===== src/rtl/audio_pkg.sv =====
`default_nettype none
// ============================================================================
// Module      : audio_pkg
// Description : Shared constants and types for the audio PWM DAC slice:
//               default sample width, midscale code and the player state
//               enumeration.
// Revision    : 1.0  initial release
// ============================================================================
package audio_pkg;

    localparam int SAMPLE_W = 4;

    // Midscale of an unsigned SAMPLE_W-bit sample, i.e. silence.
    localparam logic [SAMPLE_W-1:0] MIDSCALE = {1'b1, {(SAMPLE_W-1){1'b0}}};

    typedef enum logic [0:0] {
        IDLE = 1'b0,
        PLAY = 1'b1
    } state_t;

endpackage
`default_nettype wire


===== src/rtl/audio_pwm_dac_timebase.sv =====
`default_nettype none
// ============================================================================
// Module      : pwm_timebase
// Description : PWM period timebase. A prescaler divides clk by PRESCALE and
//               each prescaler wrap advances the PWM count, which free-runs
//               through 0..2^CNT_W-1. boundary flags the last clk cycle of a
//               PWM period.
// Ports       : clk, rst      - clock, synchronous active-high reset
//               pwm_cnt       - current PWM count (0 on the cycle after reset)
//               boundary      - high on the final cycle of each period
// Revision    : 1.0  initial release
// ============================================================================
module pwm_timebase #(
    parameter int PRESCALE = 8,
    parameter int CNT_W    = 4
) (
    input  logic             clk,
    input  logic             rst,
    output logic [CNT_W-1:0] pwm_cnt,
    output logic             boundary
);

    logic pre_wrap;

    generate
        if (PRESCALE == 1) begin : g_pre_none
            // Every clk is a count step; no prescaler register needed.
            assign pre_wrap = 1'b1;
        end else begin : g_pre_div
            localparam int PRE_W = $clog2(PRESCALE);

            logic [PRE_W-1:0] pre_cnt;

            assign pre_wrap = (pre_cnt == PRE_W'(PRESCALE - 1));

            always_ff @(posedge clk) begin
                if (rst) begin
                    pre_cnt <= '0;
                end else if (pre_wrap) begin
                    pre_cnt <= '0;
                end else begin
                    pre_cnt <= pre_cnt + 1'b1;
                end
            end
        end
    endgenerate

    always_ff @(posedge clk) begin
        if (rst) begin
            pwm_cnt <= '0;
        end else if (pre_wrap) begin
            pwm_cnt <= pwm_cnt + 1'b1;  // natural wrap at all-ones
        end
    end

    assign boundary = pre_wrap && (pwm_cnt == '1);

endmodule
`default_nettype wire


===== src/rtl/audio_pwm_dac.sv =====
`default_nettype none
// ============================================================================
// Module      : audio_pwm_dac
// Description : Turns an unsigned sample stream into a single-bit PWM signal.
//               Samples enter a one-entry pending buffer (valid/ready), are
//               moved into the active register only at PWM period boundaries,
//               and are attenuated around midscale by an arithmetic shift.
//               Mute and stream starvation both force midscale duty.
// Ports       : clk, rst      - clock, synchronous active-high reset
//               sample_in     - unsigned sample, taken when valid && ready
//               sample_valid  - upstream has a sample
//               sample_ready  - pending buffer empty (registered)
//               volume        - attenuation shift, 0 = full, 3 = /8
//               mute          - force midscale from the next boundary
//               pwm_out       - registered PWM output
//               underrun      - one-cycle pulse on the PLAY->IDLE transition
// Revision    : 1.0  initial release
// ============================================================================
module audio_pwm_dac #(
    parameter int SAMPLE_W        = audio_pkg::SAMPLE_W,
    parameter int PRESCALE        = 8,
    parameter int TIMEOUT_PERIODS = 256
) (
    input  logic                clk,
    input  logic                rst,
    input  logic [SAMPLE_W-1:0] sample_in,
    input  logic                sample_valid,
    output logic                sample_ready,
    input  logic [1:0]          volume,
    input  logic                mute,
    output logic                pwm_out,
    output logic                underrun
);

    import audio_pkg::*;

    localparam logic [SAMPLE_W-1:0] MID     = {1'b1, {(SAMPLE_W-1){1'b0}}};
    localparam int                  STARV_W = $clog2(TIMEOUT_PERIODS + 1);

    // ------------------------------------------------------------------
    // Timebase
    // ------------------------------------------------------------------
    logic [SAMPLE_W-1:0] pwm_cnt;
    logic                boundary;

    pwm_timebase #(
        .PRESCALE (PRESCALE),
        .CNT_W    (SAMPLE_W)
    ) u_timebase (
        .clk      (clk),
        .rst      (rst),
        .pwm_cnt  (pwm_cnt),
        .boundary (boundary)
    );

    // ------------------------------------------------------------------
    // Registers
    // ------------------------------------------------------------------
    state_t              state;
    state_t              next_state;
    logic [SAMPLE_W-1:0] pend;
    logic                pend_full;
    logic [SAMPLE_W-1:0] active;
    logic [SAMPLE_W-1:0] duty_reg;
    logic [STARV_W-1:0]  starve_cnt;

    logic                accept;
    logic                transfer;
    logic                timeout_hit;
    logic [SAMPLE_W-1:0] next_active;
    logic [SAMPLE_W-1:0] duty_next;

    // sample_ready is itself a register mirroring !pend_full, so accept
    // never depends combinationally on sample_valid feeding back to ready.
    assign accept = sample_valid && sample_ready;

    // ------------------------------------------------------------------
    // FSM: state register
    // ------------------------------------------------------------------
    always_ff @(posedge clk) begin
        if (rst) begin
            state <= IDLE;
        end else begin
            state <= next_state;
        end
    end

    // ------------------------------------------------------------------
    // FSM: next state, boundary actions and next duty
    // ------------------------------------------------------------------
    logic signed [SAMPLE_W-1:0] d_off;
    logic signed [SAMPLE_W-1:0] d_shift;

    always_comb begin
        next_state  = state;
        transfer    = 1'b0;
        timeout_hit = 1'b0;

        if (boundary) begin
            if (pend_full) begin
                transfer   = 1'b1;
                next_state = PLAY;
            end else if ((state == PLAY) &&
                         (starve_cnt == STARV_W'(TIMEOUT_PERIODS - 1))) begin
                // This boundary would bring starve_cnt to TIMEOUT_PERIODS.
                timeout_hit = 1'b1;
                next_state  = IDLE;
            end
        end

        if (transfer) begin
            next_active = pend;
        end else if (timeout_hit) begin
            next_active = MID;
        end else begin
            next_active = active;
        end

        // Subtracting midscale from an unsigned code equals flipping its MSB
        // and reading it as two's complement; the range -MID..MID-1 fits in
        // SAMPLE_W bits, so after the arithmetic shift the same flip adds
        // midscale back without overflow.
        d_off   = $signed({~next_active[SAMPLE_W-1], next_active[SAMPLE_W-2:0]});
        d_shift = d_off >>> volume;

        if (mute || (next_state == IDLE)) begin
            duty_next = MID;
        end else begin
            duty_next = {~d_shift[SAMPLE_W-1], d_shift[SAMPLE_W-2:0]};
        end
    end

    // ------------------------------------------------------------------
    // Buffer, active sample, starvation counter, duty and output
    // ------------------------------------------------------------------
    always_ff @(posedge clk) begin
        if (rst) begin
            pend         <= '0;
            pend_full    <= 1'b0;
            sample_ready <= 1'b1;
            active       <= MID;
            duty_reg     <= MID;
            starve_cnt   <= '0;
            underrun     <= 1'b0;
            pwm_out      <= 1'b0;
        end else begin
            // accept and transfer are mutually exclusive: transfer needs
            // pend_full, and pend_full holds sample_ready low.
            if (accept) begin
                pend         <= sample_in;
                pend_full    <= 1'b1;
                sample_ready <= 1'b0;
            end else if (transfer) begin
                pend_full    <= 1'b0;
                sample_ready <= 1'b1;
            end

            active <= next_active;

            if (transfer || timeout_hit) begin
                starve_cnt <= '0;
            end else if (boundary && (state == PLAY)) begin
                starve_cnt <= starve_cnt + 1'b1;
            end

            // Duty for the coming period; volume and mute are sampled here.
            if (boundary) begin
                duty_reg <= duty_next;
            end

            underrun <= timeout_hit;
            pwm_out  <= (pwm_cnt < duty_reg);
        end
    end

endmodule
`default_nettype wire

===== config.mk =====
export PLATFORM = sky130hd
export DESIGN_NAME = audio_pwm_dac
export DESIGN_NICKNAME = d
export VERILOG_FILES = /design/src/rtl/audio_pkg.sv /design/src/rtl/audio_pwm_dac_timebase.sv /design/src/rtl/audio_pwm_dac.sv
export SDC_FILE = /design/constraint.sdc
export NUM_CORES = 1
export LEC_CHECK = 0
export CAP_MARGIN = 30
export CORE_MARGIN = 2
export CORE_UTILIZATION = 30
export DETAILED_ROUTE_END_ITERATION = 12
export PLACE_DENSITY = 0.47
export SLEW_MARGIN = 5
export SYNTH_ARGS = -nofsm -noshare
export SYNTH_HDL_FRONTEND = slang
export SYNTH_SLANG_ARGS = --single-unit

===== constraint.sdc =====
create_clock -name clk -period 2.4 [get_ports clk]
set_input_delay 0.24 -clock clk [delete_from_list [all_inputs] [get_ports clk]]
set_output_delay 0.24 -clock clk [all_outputs]
set_load 0.005 [all_outputs]

==> key figures <==
Timing
  – Setup violators final: 0
  – Max-slew violation count: 0
  – Worst slew margin: 0.729
  – Highest clock rate: 440 MHz
  – Final hold vios: 0
  – Clock Skews: 0.00367 ns
  – Setup WS post-layout: roughly 0.13 ns
  – Final min period: 2.27 ns
  – Period utilisation layout: 0.947
  – Slew @ Worst Pin: 0.403 ns

Floorplan
  – Die area: 5450 um^2
  – Die Y: 73.8 um
  – Row count: 25
  – Top-Level Pins: 13
  – Core Area: 4720 um^2
  – Die X-Extent: 73.8 um
  – Initial Util: 0.309

Clocking
  – CTS sink count: 33
  – TritonCTS clock tree: built
  – CTS Hold Bufs: 0
  – # H-tree levels: 2
  – Post_cts resized: 0
  – CTS Buf Count: 5
  – CTS root buf: clkbuf_8
  – Clock Latency Late Sink: 0.28 ns
  – Post-CTS Setup Inserts: 0
  – Clock buffer depth: 2
  – CTS clock-pin slew for the worst setup and hold paths: ~0.070 ns

Synth
  – Synth area leaders: dfxtp_1, ha_1, nor2_1, xor2_1, nand2_1
  – Synth top area share: 0.452
  – Yosys cell types: 39
  – Top_reg_cell synth: dfxtp_1
  – Leading area contributor after synthesis: dfxtp_1
  – Sequential share of the synthesized area: 0.452
  – Synth Instances: 154
  – EDFF count, synth: 0
  – Mean Syn Cell Area: approximately 9.5 um^2
  – Post-Synthesis Cell Area: 1460 um^2
  – Asr flop ratio synth: 0
  – Syn_nets: approximately 170
  – Synth warnings: 0
  – FF+latch count, synth: 33

Setup path
  – CP max-delay cell: or3_4
  – Crit path largest cell delay: 0.39 ns
  – CP required: 2.62 ns
  – WP data arrival: 2.49 ns
  – Crit path cell chain: ha_2 -> and3_1 -> and3_1 -> ha_1 -> nor2b_1 -> o21bai_2 -> or3_4 -> a2111oi_4 -> a311o_1
  – Critical setup path kind: reg -> reg
  – Crit path top cell by count: and3_1
  – Worst setup EP type: flop
  – Crit path launch type: flop
  – Critical Path Fanout Max: 4

Cells and area
  – Layout Cells excl Fill: roughly 240
  – Layout cell share with drive strength beyond 1: 0.134
  – Nets: 189
  – Inserted Diodes: 0
  – Layout area overhead: 20.7%
  – Max reg flops: 9
  – Post-route cell area: approximately 1800 um^2
  – Biggest register: starve_cnt

Power and ir drop
  – Power per cell area: 584 nW/um^2
  – Total chip power: slightly above 1 mW
  – Leakage: 0.683 nW
  – VDD IR max: 0.000236 V

Detailed routing
  – WL met3: 94 um
  – Routed WL: 2840 um
  – Routed len/inst: 11.9 um
  – Via Count: 1093
  – Metal-1 WL: 1270 um
  – Residual DRC count: 0
  – Detail Route Antenna Nets: 0
  – Met2 WL post-DR: 1430 um
  – Via density: between 4 and 5
  – Detailed Route Iter0 Violations: 24
  – DR pass1 iterations: 2
  – Top routing layer used: met4

Global routing
  – First-pass GRT wire length: 4890 um
  – Initial antenna violation count: 0
  – GRT Util Overall: 0.120
  – Vias in the first global route: 1107
  – Gr ovfl total: 0
  – Largest net degree at the start of global routing: 16

Place
  – HPWL after DPL: between 2000 and 2500 um
  – Pre-CTS setup slack: roughly 0.14 ns
  – Post-Place Cells: 231
  – Number of buffers added on ports: 12
  – GPL Wtd Cong: between 0.7 and 0.8
  – Placed instance area: 1650 um^2

Flow run
  – Maxcap violations: 0

Worst hold path
  – Worst Hold Class: reg -> reg

Status
  – Outcome: completed
-- cell usage in the layout (no fill, tap or decap), types with 2 or more instances in the layout --
cell             Yosys  routed
a211oi_1             2       2
a21o_1               3       3
a21oi_1              6       6
a22oi_2              3       3
and3_1               5       5
buf_4                0       2
clkbuf_1             2       2
clkbuf_8             0       5
clkdlybuf4s50_1      0      12
dfxtp_1             33      33
ha_1                 8       7
inv_1                8       8
mux2i_1              4       4
nand2_1             13      13
nand3_1              7       7
nand4_1              2       2
nor2_1              21      21
nor3_1               3       3
nor3b_1              2       2
xnor2_1              3       3
xor2_1               7       7
-- power breakdown --
part	total [mW]	leakage, nW	internal (mW)	switching (mW)
registers	0.569	0.268	0.560	0.00918
clock network	0.402	0.0385	0.205	0.197
logic	0.0593	0.376	0.0308	0.0285
total	1.03	0.683	0.796	0.235
-- per-layer routing --
layer / vias to the layer above / GRT usage
met3: 4 / 0.0453
li1: 567 / -
met1: 508 / 0.132
met4: 0 / 0.0606
met5: - / 0
met2: 14 / 0.201
-- final timing paths --
kind	start	endpoint	slack, ns	cells past startpoint
min reg2reg	u_timebase.g_pre_div.pre_cnt[0]	u_timebase.g_pre_div.pre_cnt[0]	0.45	1
min	u_timebase.g_pre_div.pre_cnt[0]	u_timebase.g_pre_div.pre_cnt[0]	0.45	1
max reg2reg	starve_cnt[0]	duty_reg[0]	0.13	9
max	starve_cnt[0]	duty_reg[0]	0.13	9
-- kinds of logic (layout without fill, tap and decap cells) --
| kind of cell | count (synthesis) | after routing | share of synthesized area |
|---|---|---|---|
| and+or+nand+nor | 62 | 62 | 0.210 |
| muxes | 5 | 5 | 0.0351 |
| DFF | 33 | 33 | 0.452 |
| xor gates and xnor gates | 10 | 10 | 0.0599 |
| adders and majority gates | 8 | 8 | 0.0685 |
| buffers and inverters | 12 | 30 | 0.0411 |
| AOI/OAI and AO/OA | 24 | 24 | 0.134 |
-- metrics by stage --
step                TNS (ns)  utilization  hold slack (ns)
finish                     0        0.374            0.445
global route         -0.0124        0.374            0.460
detailed placement         0        0.349            0.442
CTS                        0        0.367            0.452
global placement           0        0.349            0.415
floorplan                  0            -            0.357
-- synth_stat cells (all sizes together) (2+ instances only) --
| cell | instances |
|---|---|
| a22oi | 4 |
| nor3b | 2 |
| mux2i | 4 |
| buf | 2 |
| clkbuf | 2 |
| nand3 | 7 |
| xor2 | 7 |
| a211oi | 2 |
| a21o | 3 |
| dfxtp | 33 |
| xnor2 | 3 |
| inv | 8 |
| and3 | 5 |
| nor3 | 3 |
| nor2 | 22 |
| nand4 | 3 |
| a21oi | 6 |
| ha | 8 |
| nand2 | 14 |
-- area by class of cell --
type / count / area, um^2
Tap cell: 67 / 83.8
Multi-Input combinational cell: 109 / 771
Inverter: 8 / 30.0
Sequential cell: 33 / 661
Clock inverter: 1 / 7.51
Timing Repair Buffer: 14 / 135
Clock buffer: 7 / 76.3
Fill cell: 480 / 2960
-- worst max-delay path: cells and delay by family (launching register included) --
kind | cells | cell delay [ns]
simple gates | 4 | 0.88
flops | 1 | 0.34
compound gates | 3 | 0.58
fa+ha+maj | 2 | 0.41
Note: power is estimated with default switching activity, not from simulation.
